==> src/rtl/playfield_line_clear.sv <==
// Line-clear engine: registers the playfield, detects full rows on a lock event,
// flashes them, then collapses the board one row shift per cycle.
package DisplayPkg;
  localparam int PLAYFIELD_ROWS = 20;
  localparam int PLAYFIELD_COLS = 10;

  typedef enum logic [3:0] {
    BLANK  = 4'd0,
    GHOST  = 4'd1,
    TILE_I = 4'd2,
    TILE_O = 4'd3,
    TILE_T = 4'd4,
    TILE_S = 4'd5,
    TILE_Z = 4'd6,
    TILE_J = 4'd7,
    TILE_L = 4'd8
  } tile_type_t;

  typedef tile_type_t [PLAYFIELD_COLS-1:0] row_t;
  typedef row_t [PLAYFIELD_ROWS-1:0] board_t;

  function automatic row_t blank_row();
    row_t row;
    for (int c = 0; c < PLAYFIELD_COLS; c++) row[c] = BLANK;
    return row;
  endfunction

  function automatic board_t blank_board();
    board_t b;
    for (int r = 0; r < PLAYFIELD_ROWS; r++) b[r] = blank_row();
    return b;
  endfunction

  // GHOST is the drop preview, not a locked tile, so it never completes a row.
  function automatic logic row_full(input row_t row);
    logic full;
    full = 1'b1;
    for (int c = 0; c < PLAYFIELD_COLS; c++)
      if (row[c] == BLANK || row[c] == GHOST) full = 1'b0;
    return full;
  endfunction
endpackage

module playfield_line_clear
  import DisplayPkg::*;
#(
  parameter int FLASH_PERIOD  = 1_250_000,
  parameter int FLASH_TOGGLES = 6
) (
  input  logic       clk,
  input  logic       rst,
  input  logic       start,
  input  board_t     locked_tiles,
  output board_t     tile_type,
  output logic       busy,
  output logic       done,
  output logic [2:0] lines_cleared,
  output logic [2:0] state_dbg
);
  localparam int ROWS  = PLAYFIELD_ROWS;
  localparam int CNT_W = (FLASH_PERIOD > 1) ? $clog2(FLASH_PERIOD) : 1;
  localparam int TOG_W = $clog2(FLASH_TOGGLES + 2);
  localparam int PTR_W = $clog2(ROWS);

  typedef enum logic [2:0] {
    IDLE     = 3'd0,
    SCAN     = 3'd1,
    FLASH    = 3'd2,
    COLLAPSE = 3'd3,
    DONE     = 3'd4
  } state_t;

  state_t           state, state_nxt;
  board_t           board;
  logic [ROWS-1:0]  full_mask, full_now;
  logic [4:0]       full_cnt;
  logic [CNT_W-1:0] flash_cnt;
  logic [TOG_W-1:0] tog_cnt;
  logic             phase;
  logic [PTR_W-1:0] ptr;
  logic             flash_wrap, last_toggle;

  always_comb begin
    full_now = '0;
    full_cnt = '0;
    for (int r = 0; r < ROWS; r++) begin
      full_now[r] = row_full(board[r]);
      full_cnt    = full_cnt + 5'(full_now[r]);
    end
  end

  assign flash_wrap  = (flash_cnt == CNT_W'(FLASH_PERIOD - 1));
  assign last_toggle = (tog_cnt == TOG_W'(FLASH_TOGGLES - 1));

  always_ff @(posedge clk) begin
    if (rst) state <= IDLE;
    else     state <= state_nxt;
  end

  always_comb begin
    state_nxt = state;
    case (state)
      IDLE:     if (start) state_nxt = SCAN;
      SCAN: begin
        if (full_now == '0)          state_nxt = DONE;
        else if (FLASH_TOGGLES == 0) state_nxt = COLLAPSE;
        else                         state_nxt = FLASH;
      end
      FLASH:    if (flash_wrap && last_toggle) state_nxt = COLLAPSE;
      COLLAPSE: if (!full_mask[ptr] && ptr == '0) state_nxt = DONE;
      DONE:     state_nxt = IDLE;
      default:  state_nxt = IDLE;
    endcase
  end

  always_ff @(posedge clk) begin
    if (rst) begin
      board         <= blank_board();
      full_mask     <= '0;
      lines_cleared <= '0;
      flash_cnt     <= '0;
      tog_cnt       <= '0;
      phase         <= 1'b0;
      ptr           <= '0;
    end else begin
      case (state)
        IDLE: board <= locked_tiles;
        SCAN: begin
          full_mask     <= full_now;
          lines_cleared <= full_cnt[2:0];
          ptr           <= PTR_W'(ROWS - 1);
          flash_cnt     <= '0;
          tog_cnt       <= '0;
          phase         <= 1'b0;
        end
        FLASH: begin
          if (flash_wrap) begin
            flash_cnt <= '0;
            tog_cnt   <= tog_cnt + 1'b1;
            phase     <= last_toggle ? 1'b0 : ~phase;
          end else begin
            flash_cnt <= flash_cnt + 1'b1;
          end
        end
        COLLAPSE: begin
          // A full row at ptr is overwritten by the rows above it; ptr stays put
          // so the row that dropped into place is evaluated next cycle.
          if (full_mask[ptr]) begin
            for (int r = 1; r < ROWS; r++) begin
              if (r <= int'(ptr)) begin
                board[r]     <= board[r-1];
                full_mask[r] <= full_mask[r-1];
              end
            end
            board[0]     <= blank_row();
            full_mask[0] <= 1'b0;
          end else if (ptr != '0) begin
            ptr <= ptr - 1'b1;
          end
        end
        default: ;
      endcase
    end
  end

  always_comb begin
    tile_type = board;
    if (state == FLASH && phase)
      for (int r = 0; r < ROWS; r++)
        if (full_mask[r]) tile_type[r] = blank_row();
  end

  assign busy      = (state != IDLE);
  assign done      = (state == DONE);
  assign state_dbg = state;
endmodule

==> config.mk <==
export PLATFORM = sky130hd
export DESIGN_NAME = playfield_line_clear
export DESIGN_NICKNAME = d
export VERILOG_FILES = /design/src/rtl/playfield_line_clear.sv
export SDC_FILE = /design/constraint.sdc
export NUM_CORES = 2
export LEC_CHECK = 0
export ABC_AREA = 1
export CAP_MARGIN = 30
export CORE_AREA = 2 2 628 630
export CTS_BUF_LIST = sky130_fd_sc_hd__clkbuf_8 sky130_fd_sc_hd__clkbuf_16
export CTS_CLUSTER_SIZE = 16
export DETAILED_ROUTE_END_ITERATION = 6
export DIE_AREA = 0 0 630 632
export PLACE_DENSITY = 0.3
export SLEW_MARGIN = 20
export SYNTH_ARGS = -nofsm -noshare
export SYNTH_HDL_FRONTEND = slang
export SYNTH_SLANG_ARGS = --single-unit
==> constraint.sdc <==
create_clock -name clk -period 11.56 [get_ports clk]
set_clock_uncertainty 0.1 [all_clocks]
set_input_delay 2.312 -clock clk [delete_from_list [all_inputs] [get_ports clk]]
set_output_delay 2.312 -clock clk [all_outputs]
set_load 0.01 [all_outputs]
## Word level (Yosys, flattened, before mapping)

Cells that the tools add are included.

| storage, ports and cells | value |
|---|---|
| bits in registers | 856 |
| RAM bits | 0 |
| output and inout bits | 808 |
| memory bits (read-only) | 0 |
| logic and storage cells | 1236 |
| input port bits | 803 |
| bits in latches | 0 |
| memories | 0 |

| operators by class | value |
|---|---|
| bitwise logic cells | 1 |
| equality and inequality tests | 232 |
| reductions and logical operators | 455 |
| multiplexer cells | 280 |
| div/mod/pow operators | 0 |
| shifts and indexed selects | 0 |
| multiply operators | 0 |
| magnitude comparators | 20 |
| add/subtract/negate cells | 22 |

Operator list:

| operator | number |
|---|---|
| $mux 800 | 2 |
| $pmux 800 s2 | 1 |
| $mux 40 | 39 |
| $eq 4x1->1 const B | 200 |
| $logic_not 4->1 | 200 |
| $mux 1 | 222 |
| $logic_or 1x1->1 | 200 |
| $reduce_and 3->1 | 40 |
| $ne 2x2->1 const B | 26 |
| $add 3x1->3 | 17 |
| $pmux 21 s2 | 1 |
| $le 4x5->1 const A | 8 |
| $pmux 20 s2 | 1 |
| $add 21x1->21 const B | 1 |
| $eq 21x21->1 const B | 1 |
| $mux 21 | 1 |
| $le 3x5->1 const A | 4 |
| $le 5x5->1 const A | 4 |
| $logic_not 20->1 | 1 |
| $mux 20 | 1 |
| $mux 3 | 5 |
| $pmux 3 s4 | 1 |
| $le 2x5->1 const A | 2 |
| $mux 5 | 2 |
| other kinds (22) | 30 |

## Depth between registers and ports, before layout

| logic depth | value |
|---|---|
| depth in word-level cells | 31 |
| mapped depth | 21 |

## Worst setup path before layout

Ideal clock, no wire load.

| path | value |
|---|---|
| path kind | register to register |
| start | reg board[27] (netlist bit) |
| end | reg lines_cleared[2] |
| arrival time | 4.690 ns |
| setup slack | 6.654 ns |
| cell stages (with the launch flop) | 20 |
| buffers on the path | 0 |
| period minus slack after synthesis | 4.906 ns |
| cells stage by stage | dfxtp_1 > inv_1 > nand3_1 > o311ai_0 > nor4_1 > nand2_1 > fa_1 > fa_1 > fa_1 > fa_1 > fa_1 > inv_1 > ha_1 > fa_1 > xnor2_1 > xnor2_1 > xor2_1 > nand2_1 > o211ai_1 > inv_1 |

| on the way | value |
|---|---|
| cells in the longest elaborated chain, start to end | 25 |
| elaborated cells on any way between the ends | 26 |
| classes of those cells | add/sub: 19; eq/ne: 1; mux: 4; reduce/logical: 2 |

Ends and longest elaborated chain:

| element | line | text |
|---|---|---|
| from (decl) | 74 | `board_t board;` |
| from (signal assigned) | 118 | `board <= blank_board();` |
| from (signal assigned) | 127 | `IDLE: board <= locked_tiles;` |
| from (signal, indexed assignment) | 151 | `board[r] <= board[r-1];` |
| $eq 4x1->1 / $logic_not 4->1 (equally long branches) | 39 | `if (row[c] == BLANK \|\| row[c] == GHOST) full = 1'b0;` |
| $logic_or 1x1->1 (*) | 39 |  |
| $mux 1 (*) (4 in a row) | 39 |  |
| $add 1x1->2 (*) | 88 | `full_cnt = full_cnt + 5'(full_now[r]);` |
| $add 2x1->3 (*) | 88 |  |
| $add 3x1->3 (*) (17 in a row) | 88 |  |
| to (signal assigned) | 130 | `lines_cleared <= full_cnt[2:0];` |
| to (decl) | 57 | `output logic [2:0] lines_cleared,` |

Mark *: on every way between the ends. The rest lies on a longest branch, timed or not.
A chain may end at the register's enable or synchronous reset.

==> reports/qor.csv <==
stage,metric,value,unit
status,status,"finished, final reports clean",
timing,period utilization,57.5,%
place,Placer Congestion,0.886,
die,io pins,1611,
timing,FMAX,0.150,GHz
timing,Final Slew Violations,0,
timing,RSZ-0062 raised after global routing,false,
clocking,clock sink total,856,
setup_path,CP Launch Type,register,
yosys,"flops & latches, synth",856,
power_and_ir_drop,Leak Pwr,32.1,nW
hold_path,HP Class,reg -> reg,
global_routing,Global Route Usage Sum,18.4,%
die,Die Wd,630,um
yosys,Synth cell types,40,
place,port bufs,1610,
yosys,synthesized netlist net count,8781,
cells_and_area,"Area growth, synth to finish",55.6,%
clocking,setup repair bufs after CTS,0,
drt,final WL,383000,um
clocking,CTS tree,built,
drt,Final ANT Viol Nets,0,
cells_and_area,layout filler cell count,45485,
yosys,Avg Synthesized Cell Area,5.92,um2
die,Die ar.,0.398,mm2
drt,via count,57259,
run,Max Cap Violations,0,
global_routing,grt ovf,0,
power_and_ir_drop,peak supply drop,155,uV
cells_and_area,Util after Layout,18.7,%
setup_path,critical path class,reg -> out,
timing,fin crit period,6.65,ns
clocking,CTS Buf Count,138,
cells_and_area,Seq. cell area,0.0171,mm2
die,die height,632,um
setup_path,Crit path arrival time,4.24,ns
setup_path,CP endpoint kind,output port,
cells_and_area,final net count,10098,
setup_path,CP Max Fanout,40,
yosys,Ys Warns,0,
drt,drt wl/cell,26.2,um
global_routing,global-route wire length before repair,510000,um
global_routing,antenna violations before repair,117,
timing,Final Hold Fails,0,
power_and_ir_drop,PD cells,297,mW/mm2
yosys,post-synthesis instance total,7954,
yosys,"Seq/Total Area, Yosys",36.4,%
place,DPL Wire Length,312000,um
timing,slew at the pin closest to its max-slew limit,1.20,ns
clocking,worst-skew pair later-pin latency,0.84,ns
timing,Rel. slew slack,20.1,%
die,Rows,230,
clocking,Post-CTS Resized,0,
drt,First DRT Iteration DRCs,3729,
clocking,clk buf depth,4,
global_routing,vias in the first global route,57794,
clocking,"CTS clk-pin slew, worst paths",0.05,ns
clocking,Root Driver,clkbuf_16,
die,core region area,0.391,mm2
drt,Pre-Repair DR Iteration Count,7,
timing,Final TNS setup,0,ns
yosys,post-synthesis cell area,0.0471,mm2
clocking,hold_buf cts,0,
timing,number of setup violations in the final report,0,
cells_and_area,share of layout cells above drive strength 1,3.74,%
die,Starting Density,12.0,%
global_routing,largest net degree at the start of global routing,220,
drt,# DRC,0,
drt,number of vias per cell,3.92,
setup_path,worst endpoint required time,9.15,ns
cells_and_area,Multi-input gate area,0.0238,mm2
clocking,CTS H-tree lvls,4,
cell usage in the layout (no fill, tap or decap), types with 16 or more instances in the layout:
cell / instances
nor2_1: 1735
clkdlybuf4s50_1: 1609
nand2_1: 1511
o21ai_0: 1176
inv_1: 1168
dfxtp_1: 856
a21oi_1: 447
nand3_1: 230
o21ai_1: 143
clkbuf_16: 142
buf_4: 62
nor3_1: 55
diode_2: 46
nor2_4: 26
clkbuf_8: 26
nand4_1: 16
worst max-delay path, stage by stage, from the launching register on:
cell             delay, ns
dfxtp_1               0.49
nor2_1                0.09
inv_1                 0.09
nor2_1                0.15
nand2_2               0.09
buf_4                 0.54
nor2_4                0.10
buf_4                 0.33
nor2_1                0.76
clkdlybuf4s50_1       0.72
sequential cells by signal, summed over array words and instances, names as in the netlist:
| signal | count |
|---|---|
| ptr | 5 |
| lines_cleared | 3 |
| tog_cnt | 3 |
| full_mask | 20 |
| board | 800 |
| phase | 1 |
| flash_cnt | 21 |
| state_dbg | 3 |
area by class of cell:
type | count | share of cell area, %
inverter | 1150 | 5.90
timing repair buffer | 1697 | 23.2
clock buffer | 168 | 5.34
sequential | 856 | 23.4
clock inverter | 60 | 0.632
multi-input combinational | 5428 | 32.5
antenna | 46 | 0.157
tap | 5220 | 8.91
synthesized netlist by cell type, drive strengths merged:
library cell	n	area share, %
nor2	1764	14
nand2	1523	12
o21ai	1321	14
inv	1149	9.2
dfxtp	856	36
a21oi	448	4.8
clkbuf	387	3.1
nand3	234	2.5
buf	133	1.4
nor3	56	0.61
nand4	16	0.21
fa	13	0.55
ha	11	0.29
xor2	7	0.13
nor4	6	0.080
a211oi	5	0.080
o211ai	5	0.080
xnor2	4	0.074
a31oi	3	0.040
or2	3	0.040
a21boi	1	0.016
a221oi	1	0.019
a32oi	1	0.019
and3	1	0.013
clkinv	1	0.0080
o2111ai	1	0.019
o211a	1	0.021
o221ai	1	0.019
o22ai	1	0.013
o311ai	1	0.019
logic make-up (layout without fill, tap and decap cells):
group                      Yosys count  in the layout  synth area share [%]
DFF                                856            856                  36.4
other                                0             46                     0
AOI/OAI and AO/OA                 1790           1790                  19.1
xor gates and xnor gates            11             11                 0.205
and+or+nand+nor                   3603           3603                  29.8
adders and majority gates           24             24                 0.845
buffers and inverters             1670           3075                  13.7
worst paths after layout:
kind,startpoint,to,slack (ns),cells after the start
max,state_dbg[0],tile_type[547],4.91,9
min,board[25],board[25],0.36,2
max reg2reg,board[606],lines_cleared[2],5.73,21
min reg2reg,board[25],board[25],0.36,2
per-stage QoR:
| stage | hold WS (ns) | total power (W) | std cells | worst slack (ns) | instance area (um2) |
|---|---|---|---|---|---|
| 6_report | 0.362 | 0.0217 | 14625 | 4.91 | 73300 |
| 5_1_grt | 0.379 | 0.0232 | 14603 | 4.61 | 73200 |
| 4_1_cts | 0.364 | 0.0222 | 14575 | 4.66 | 73100 |
| 3_5_place_dp | 0.355 | 0.0178 | 14347 | 5.60 | 68700 |
| 3_3_place_gp | 0.354 | 0.0178 | 14328 | 5.45 | 68400 |
| 2_1_floorplan | 0.340 | 0.0104 | 7954 | 6.65 | 47100 |
layer usage:
layer | track usage [%] | routed length [um] | part of all wire, % | vias to the layer above
li1 | - | - | - | 27266
met1 | 21.4 | 156000 | 41 | 27864
met2 | 33.9 | 196000 | 51 | 1628
met3 | 3.73 | 20500 | 5.3 | 409
met4 | 4.66 | 10600 | 2.8 | 92
met5 | 0 | 600 | 0.16 | -
report_power, final:
part	switching (W)	leakage, nW	internal, W
sequential	0.000596	7.12	0.00433
clock	0.00174	2.27	0.00251
combinational	0.00832	22.7	0.00424
Power figures use the tool's default switching activity.
